$ cat src/rtl/multicycle_sequencer_pkg.sv
// Shared encodings for the multi-cycle RISC-V control path:
// opcodes, sequencer states and write-back / next-PC selects.
package multicycle_sequencer_pkg;

    localparam logic [6:0] OP_R      = 7'b0110011;
    localparam logic [6:0] OP_IMM    = 7'b0010011;
    localparam logic [6:0] OP_LOAD   = 7'b0000011;
    localparam logic [6:0] OP_STORE  = 7'b0100011;
    localparam logic [6:0] OP_BRANCH = 7'b1100011;
    localparam logic [6:0] OP_JAL    = 7'b1101111;
    localparam logic [6:0] OP_JALR   = 7'b1100111;
    localparam logic [6:0] OP_LUI    = 7'b0110111;
    localparam logic [6:0] OP_AUIPC  = 7'b0010111;

    typedef enum logic [2:0] {
        S_FETCH   = 3'd0,
        S_DECODE  = 3'd1,
        S_EXECUTE = 3'd2,
        S_MEM     = 3'd3,
        S_WB      = 3'd4,
        S_TRAP    = 3'd5
    } state_t;

    localparam logic [1:0] WB_ALU = 2'd0;
    localparam logic [1:0] WB_MEM = 2'd1;
    localparam logic [1:0] WB_PC4 = 2'd2;

    localparam logic [1:0] PC_PLUS4 = 2'd0;
    localparam logic [1:0] PC_IMM   = 2'd1;
    localparam logic [1:0] PC_JALR  = 2'd2;

    function automatic logic is_legal(input logic [6:0] op);
        case (op)
            OP_R, OP_IMM, OP_LOAD, OP_STORE, OP_BRANCH,
            OP_JAL, OP_JALR, OP_LUI, OP_AUIPC: return 1'b1;
            default:                           return 1'b0;
        endcase
    endfunction

endpackage

$ cat src/rtl/multicycle_sequencer_wait_watchdog.sv
// Counts consecutive memory wait cycles; flags the LIMIT-th one
// so the sequencer can abort a stalled handshake.
module seq_wait_watchdog #(
    parameter int LIMIT = 256
) (
    input  logic clk,
    input  logic reset,
    input  logic clear_i,
    input  logic wait_i,
    output logic expired_o
);

    localparam int W = $clog2(LIMIT + 1);

    logic [W-1:0] cnt_q;
    logic [W-1:0] cnt_d;

    always_comb begin
        cnt_d = cnt_q;
        if (clear_i) begin
            cnt_d = '0;
        end else if (wait_i && (cnt_q != W'(LIMIT))) begin
            cnt_d = cnt_q + W'(1);
        end
    end

    always_ff @(posedge clk) begin
        if (reset) begin
            cnt_q <= '0;
        end else begin
            cnt_q <= cnt_d;
        end
    end

    // cnt_q holds the waits already seen, so this is the LIMIT-th one
    assign expired_o = wait_i && (cnt_q == W'(LIMIT - 1));

endmodule

$ cat src/rtl/multicycle_sequencer.sv
// FETCH/DECODE/EXECUTE/MEM/WB control FSM with retire counter and trap.
// Define MEM_TIMEOUT_EN to add the memory-wait watchdog and bus_err.
module multicycle_sequencer
    import multicycle_sequencer_pkg::*;
#(
    parameter int CNT_W          = 32,
    parameter int TIMEOUT_CYCLES = 256
) (
    input  logic             clk,
    input  logic             reset,
    input  logic [6:0]       opcode,
    input  logic             branch_taken,
    input  logic             imem_ready,
    input  logic             dmem_ready,
    output logic             imem_req,
    output logic             ir_write,
    output logic             dmem_req,
    output logic             dmem_we,
    output logic             reg_write,
    output logic [1:0]       wb_sel,
    output logic             pc_write,
    output logic [1:0]       pc_sel,
    output logic [2:0]       state,
    output logic             illegal,
    output logic             bus_err,
    output logic             instr_retired,
    output logic [CNT_W-1:0] retire_count
);

    state_t           state_q, state_d;
    logic [CNT_W-1:0] cnt_q;
    logic             illegal_q, illegal_d;
    logic             bus_err_q, bus_err_d;
    logic             timeout;

`ifdef MEM_TIMEOUT_EN
    logic wait_cyc;

    assign wait_cyc = ((state_q == S_FETCH) && !imem_ready)
                   || ((state_q == S_MEM) && !dmem_ready);

    seq_wait_watchdog #(
        .LIMIT     (TIMEOUT_CYCLES)
    ) u_watchdog (
        .clk       (clk),
        .reset     (reset),
        .clear_i   (state_d != state_q),
        .wait_i    (wait_cyc),
        .expired_o (timeout)
    );
`else
    assign timeout = 1'b0;
`endif

    always_comb begin
        state_d       = state_q;
        illegal_d     = illegal_q;
        bus_err_d     = bus_err_q;
        imem_req      = 1'b0;
        ir_write      = 1'b0;
        dmem_req      = 1'b0;
        dmem_we       = 1'b0;
        reg_write     = 1'b0;
        wb_sel        = WB_ALU;
        pc_write      = 1'b0;
        pc_sel        = PC_PLUS4;
        instr_retired = 1'b0;
        // Reset masks every output; state_d is ignored by the register
        if (!reset) begin
            unique case (state_q)
                S_FETCH: begin
                    imem_req = 1'b1;
                    if (imem_ready) begin
                        ir_write = 1'b1;
                        state_d  = S_DECODE;
                    end else if (timeout) begin
                        state_d   = S_TRAP;
                        bus_err_d = 1'b1;
                    end
                end
                S_DECODE: begin
                    if (is_legal(opcode)) begin
                        state_d = S_EXECUTE;
                    end else begin
                        state_d   = S_TRAP;
                        illegal_d = 1'b1;
                    end
                end
                S_EXECUTE: begin
                    case (opcode)
                        OP_LOAD, OP_STORE: state_d = S_MEM;
                        OP_BRANCH: begin
                            pc_write      = 1'b1;
                            pc_sel        = branch_taken ? PC_IMM : PC_PLUS4;
                            instr_retired = 1'b1;
                            state_d       = S_FETCH;
                        end
                        OP_R, OP_IMM, OP_LUI, OP_AUIPC,
                        OP_JAL, OP_JALR: state_d = S_WB;
                        default: begin
                            state_d   = S_TRAP;
                            illegal_d = 1'b1;
                        end
                    endcase
                end
                S_MEM: begin
                    dmem_req = 1'b1;
                    dmem_we  = (opcode == OP_STORE);
                    if (dmem_ready) begin
                        if (opcode == OP_STORE) begin
                            pc_write      = 1'b1;
                            instr_retired = 1'b1;
                            state_d       = S_FETCH;
                        end else begin
                            state_d = S_WB;
                        end
                    end else if (timeout) begin
                        state_d   = S_TRAP;
                        bus_err_d = 1'b1;
                    end
                end
                S_WB: begin
                    reg_write     = 1'b1;
                    pc_write      = 1'b1;
                    instr_retired = 1'b1;
                    state_d       = S_FETCH;
                    case (opcode)
                        OP_LOAD: wb_sel = WB_MEM;
                        OP_JAL: begin
                            wb_sel = WB_PC4;
                            pc_sel = PC_IMM;
                        end
                        OP_JALR: begin
                            wb_sel = WB_PC4;
                            pc_sel = PC_JALR;
                        end
                        default: wb_sel = WB_ALU;
                    endcase
                end
                S_TRAP: state_d = S_TRAP;
                default: state_d = S_FETCH;
            endcase
        end
    end

    always_ff @(posedge clk) begin
        if (reset) begin
            state_q   <= S_FETCH;
            cnt_q     <= '0;
            illegal_q <= 1'b0;
            bus_err_q <= 1'b0;
        end else begin
            state_q   <= state_d;
            illegal_q <= illegal_d;
            bus_err_q <= bus_err_d;
            if (instr_retired) begin
                cnt_q <= cnt_q + CNT_W'(1);
            end
        end
    end

    assign state        = reset ? 3'd0 : state_q;
    assign illegal      = illegal_q & ~reset;
    assign bus_err      = bus_err_q & ~reset;
    assign retire_count = reset ? '0 : cnt_q;

endmodule

$ cat config.mk
export PLATFORM = sky130hd
export DESIGN_NAME = multicycle_sequencer
export DESIGN_NICKNAME = d
export VERILOG_FILES = /design/src/rtl/multicycle_sequencer_pkg.sv /design/src/rtl/multicycle_sequencer_wait_watchdog.sv /design/src/rtl/multicycle_sequencer.sv
export SDC_FILE = /design/constraint.sdc
export NUM_CORES = 1
export LEC_CHECK = 0
export CAP_MARGIN = 10
export CELL_PAD_IN_SITES_DETAIL_PLACEMENT = 0
export CELL_PAD_IN_SITES_GLOBAL_PLACEMENT = 1
export CORE_ASPECT_RATIO = 0.9
export CORE_MARGIN = 1.5
export CORE_UTILIZATION = 30
export DETAILED_ROUTE_END_ITERATION = 6
export PLACE_DENSITY_LB_ADDON = 0.05
export SLEW_MARGIN = 25
export SYNTH_ARGS = -nofsm -noshare
export SYNTH_HDL_FRONTEND = slang
export SYNTH_HIERARCHICAL = 1
export SYNTH_SLANG_ARGS = --single-unit
$ cat constraint.sdc
create_clock -name clk -period 2.6 [get_ports clk]
set_clock_uncertainty 0.05 [all_clocks]
set_input_delay 0.52 -clock clk [delete_from_list [all_inputs] [get_ports clk]]
set_output_delay 0.52 -clock clk [all_outputs]
set_load 0.01 [all_outputs]
### After elaboration in Yosys (flattened, before gate mapping)

Cells that the tools add are included.

| word-level totals | value |
|---|---|
| bits in registers | 36 |

| operators by class | value |
|---|---|
| add/sub/neg operators | 1 |
| equal/unequal tests | 18 |
| mux-type cells | 38 |
| bitwise logic cells | 2 |
| reductions and logical operators | 8 |

Operator list:

| operator | count |
|---|---|
| adder 32 x 1 -> 32 bit (second input constant) | 1 |
| two-way mux 32 bit | 1 |
| two-way mux 1 bit | 22 |
| == test 7 x 6 -> 1 bit (second input constant) | 3 |
| == test 7 bit (second input constant) | 3 |
| two-way mux 3 bit | 5 |
| case mux 3 bit (5 select lines) | 1 |
| == test 7 x 5 -> 1 bit (second input constant) | 2 |
| case mux 2 bit (2 select lines) | 3 |
| case mux 3 bit (3 select lines) | 1 |
| OR reduction 9 bit | 1 |
| != test 2 bit (second input constant) | 4 |
| == test 7 x 2 -> 1 bit (second input constant) | 1 |
| == test 3 x 2 -> 1 bit (second input constant) | 2 |
| == test 3 bit (second input constant) | 2 |
| two-way mux 2 bit | 3 |
| OR reduction 6 bit | 1 |
| OR reduction 2 bit | 2 |
| == test 3 x 1 -> 1 bit (second input constant) | 1 |
| logical NOT 3 bit | 1 |
| case mux 1 bit (3 select lines) | 1 |
| AND reduction 3 bit | 1 |
| case mux 1 bit (2 select lines) | 1 |
| AND reduction 2 bit | 1 |
| other kinds (3) | 3 |

### Logic depth before layout (Yosys ltp)

Gate-level depths: netlist of run 1.

| depth | value |
|---|---|
| depth after elaboration | 7 |
| mapped depth | 8 |
| gate-level depth less buffers | 6 |

### Least setup slack after synthesis of run 1

No wires, ideal clock.

| timing path | value |
|---|---|
| path type | input-to-output |
| start | input opcode[4] |
| end | output pc_write |
| data arrival time | 2.095 ns |
| setup slack | -0.065 ns |
| stages on the path | 7 |
| path buffers | 3 |
| cell sequence | or4bb_1 -> o22ai_2 -> a21boi_2 -> clkbuf_1 -> clkbuf_1 -> nor2_1 -> buf_4 |

| on the way | value |
|---|---|
| cells in the longest elaborated chain, start to end | 5 |
| elaborated cells on any way between the ends | 7 |
| those cells by class | eq/ne: 2; mux: 5 |

Ends and longest elaborated chain:

| item | RTL line | RTL |
|---|---|---|
| from (decl) | multicycle_sequencer.sv:11 | `input logic [6:0] opcode,` |
| == test 7 x 6 -> 1 bit | multicycle_sequencer.sv:110 | `if (opcode == OP_STORE) begin` |
| two-way mux 1 bit (2 in a row) | n/a |  |
| case mux 1 bit (3 select lines) * | n/a |  |
| two-way mux 1 bit * | n/a |  |
| to (decl) | multicycle_sequencer.sv:21 | `output logic pc_write,` |

Every way passes the cells marked *; elsewhere a longest branch is shown, timed or not.

### Final worst setup path of run 1

| timing path | value |
|---|---|
| start | input opcode[5] |
| end | register cnt_q[12] |

| on the way | value |
|---|---|
| cells in the longest elaborated chain, start to end | 5 |
| elaborated cells on any way between the ends | 7 |
| those cells by class | eq/ne: 2; mux: 5 |

Ends and longest elaborated chain:

| item | RTL line | RTL |
|---|---|---|
| == test 7 x 6 -> 1 bit | multicycle_sequencer.sv:110 |  |
| two-way mux 1 bit | multicycle_sequencer.sv:110 |  |
| two-way mux 1 bit | multicycle_sequencer.sv:109 | `if (dmem_ready) begin` |
| case mux 1 bit (3 select lines) * | multicycle_sequencer.sv:70 | `unique case (state_q)` |
| two-way mux 1 bit * | multicycle_sequencer.sv:69 | `if (!reset) begin` |
| to (signal assigned) | multicycle_sequencer.sv:157 | `cnt_q <= cnt_q + CNT_W'(1);` |
| to (decl) | multicycle_sequencer.sv:31 | `logic [CNT_W-1:0] cnt_q;` |

Marked as above.
A chain may end at the register's enable or synchronous reset.

==> results of run 1 <==
how the worst max path moves through the flow:
| stage | from | end | slack [ns] | cells past startpoint |
|---|---|---|---|---|
| after floorplan | opcode[4] | pc_write | 0.001 | 7 |
| after detailed placement | opcode[5] | pc_write | -0.47 | 6 |
| final | opcode[5] | cnt_q[12] | 0.05 | 7 |
| after CTS | opcode[0] | wb_sel[0] | 0.006 | 6 |
| after global routing | opcode[5] | cnt_q[12] | 0.001 | 7 |
| after global placement | opcode[5] | instr_retired | -0.46 | 6 |
cells by family (layout without fill, tap and decap cells):
kind of cell / count (synthesis) / in the layout / share of synthesized area
XOR/XNOR: 2 / 2 / 0.00764
AO/OA/AOI/OAI: 54 / 54 / 0.146
AND/OR/NAND/NOR: 168 / 168 / 0.422
buffers and inverters: 25 / 108 / 0.0491
other: 1 / 1 / 0.00164
flip-flops: 36 / 36 / 0.314
adder cells (fa/ha/maj): 2 / 2 / 0.00982
multiplexers: 10 / 10 / 0.0486
cell usage after synthesis (3+ instances only):
cell type	number	share of area
nor3_1	8	0.017
nand4_1	11	0.030
nor2_1	32	0.052
o31ai_1	7	0.023
o21ai_0	14	0.031
or4_1	9	0.029
inv_1	5	0.0082
nand2b_1	4	0.011
nor4_1	5	0.014
a21oi_1	20	0.044
mux2_2	8	0.039
clkbuf_1	13	0.021
nand2_1	16	0.026
dfxtp_1	36	0.31
nand3_1	14	0.031
and3_1	4	0.011
or3_1	13	0.035
buf_2	3	0.0065
nor2b_1	37	0.10
metrics by stage:
stage	total power, mW	worst slack, ns	instances	cell area [um^2]	setup TNS (ns)
floorplan	0.649	0.00140	298	2290	0
global placement	0.725	-0.458	463	3140	-10.69
detailed placement	0.725	-0.473	463	3140	-11.07
CTS	1.12	0.00583	476	3250	0
global route	1.16	0.00109	477	3290	0
finish	1.10	0.0474	477	3290	0
where the power goes:
| part | switching (mW) | total, mW | internal (mW) |
|---|---|---|---|
| registers | 0.00376 | 0.561 | 0.557 |
| logic | 0.0831 | 0.157 | 0.0738 |
| clock network | 0.202 | 0.384 | 0.182 |
registers in the layout (all words and copies together) (netlist names):
name	flops
cnt_q	32
state_q	3
illegal_q	1
layout make-up:
class	count	area (um^2)	area share
sequential	36	721	0.219
clock buffer	6	72.6	0.0220
multi-input combinational	237	1500	0.455
tap	96	120	0.0365
clock inverter	1	5.00	0.00152
inverter	5	18.8	0.00570
timing repair buffer	96	858	0.261
metal layers:
| layer | GRT usage | up-vias | routed length (um) |
|---|---|---|---|
| li1 | - | 1245 | - |
| met1 | 0.228 | 1114 | 3250 |
| met2 | 0.262 | 42 | 2970 |
| met3 | 0.0337 | 5 | 222 |
| met4 | 0.0488 | 0 | 64 |
| met5 | 0 | - | 0 |
critical path: cells and delay by family:
kind	cells	cell delay, ns
compound gates	2	0.30
buf+inv	2	0.62
mux	1	0.31
simple gates	2	0.92
cells in the final DEF (no fill, tap or decap), types with 8 or more instances in the layout:
cell,netlist,layout
clkdlybuf4s50_1,0,45
nand4_1,11,11
or4_1,9,8
o21ai_0,14,14
nand2_1,16,15
dfxtp_1,36,36
a21oi_1,20,19
nand3_1,14,14
nor2b_1,37,37
buf_4,2,33
or3_1,13,11
mux2_2,8,8
nor2_1,32,31
timing repair:
item,CTS,global route
buffers inserted,6,1
resized for setup,33,10
pin swaps,7,8
setup endpoints to repair,20,8
==> flow_summary.yaml, run 1 <==
placed_design:
  hpwl_um: 4710
  routabilityCongestion: 0.895
  numPortBuffers: 58
route:
  routed-via-count: 2406
  drtIter0Drc: 66
  drt-vias-per-instance: 5.04
  ant_nets: 0
  wirelength_um: 6510
  wl_per_cell_um: 13.6
  drc: 0
  drtPass1Iterations: 4
clocking:
  cts_hold_repair.buffers: 0
  cts-root-buf: "clkbuf_8"
  clk_pin_slew_ns: 0.07
  clk_latency_ns: 0.29
  clk_path_buf_depth: 2
  cts_tree: "done"
  cts-buffers-inserted: 5
  h-tree-depth: 2
  clock_sink_count: 36
synthesis:
  syn-num-nets: 311
  netlist_instances: 298
  ys_types: 52
  synth_edf_count: 0
  synthFlopType: "dfxtp_1"
  synth-seq-cells: 36
  synthArstFlopShare: 0
  synth_area_um2: 2290
  yosys_warnings: 6
  syn_avg_cell_area_um2: 7.69
  yosysSeqAreaShare: 0.314
sta:
  fin_crit_sh: 0.982
  slew_headroom: 0.450
  hold_viol: 0
  hold_ws_ns: 0.442
  fmax_mhz: 392
  period_needed_ns: 2.55
  worstMarginPinSlew_ns: 0.804
  setup_viol: 0
  rsz0062_at_grt: "no"
  slew_viol_final: 0
global_routing:
  track_usage: 0.167
  antenna_found_initial: 0
  grt_max_degree: 42
  grt_pass1_wl_um: 10800
  grt_pass1_vias: 2220
  overflow: 0
layout:
  diodes: 0
  layout.nets: 394
  utilization: 0.441
  drive_gt1_frac: 0.197
  nFillCells: 786
  syn_to_final_growth_pct: 43.7
worst_hold_path:
  whs_endpoint: "cnt_q[27]"
  whs_path_depth: 2
  hp-start: "cnt_q[27]"
  hp-class: "reg2reg"
setup_path:
  rrSetupSlack_ns: 0.16
  slowest_stage: "or4_1"
  cp.arrival_ns: 2.68
  crit_required_ns: 2.73
  worstPathCellList: "clkdlybuf4s50_1 -> or4bb_1 -> o22ai_2 -> a21boi_2 -> buf_6 -> or4_1 -> mux2_1"
  reg2reg_depth: 6
  crit_type: "in2reg"
  timing.rr.start: "state_q[1]"
  slowest_delay_ns: 0.51
  crit_path_start_kind: "input pin"
  r2r_end: "cnt_q[12]"
  worstSetupEndpointType: "register"
  crit_fanout: 6
floorplan:
  start_util: 0.307
  dieArea_um2: 8170
  core_area_um2: 7470
  die_h_um: 85.9
  rows: 30
  io_pins: 60
  dieWidth_um: 95.1
power:
  power.leakage_nw: 1.23
  power_per_cell_area_nw_per_um2: 335
  peakVddDrop_uv: 195
job:
  maxCapViolCount: 0
run_status:
  outcome: "complete, no violations"
Note: power is estimated with default switching activity, not from simulation.
==> run 2, diff against run 1 <==
--- a/config.mk
+++ b/config.mk
@@ -11,6 +11,7 @@
 export CORE_ASPECT_RATIO = 0.9
 export CORE_MARGIN = 1.5
 export CORE_UTILIZATION = 30
+export CTS_CLUSTER_SIZE = 14
 export DETAILED_ROUTE_END_ITERATION = 6
 export PLACE_DENSITY_LB_ADDON = 0.05
 export SLEW_MARGIN = 25
==> results of run 2 <==
The final DEF is identical to that of run 1; final timing and power are the same.
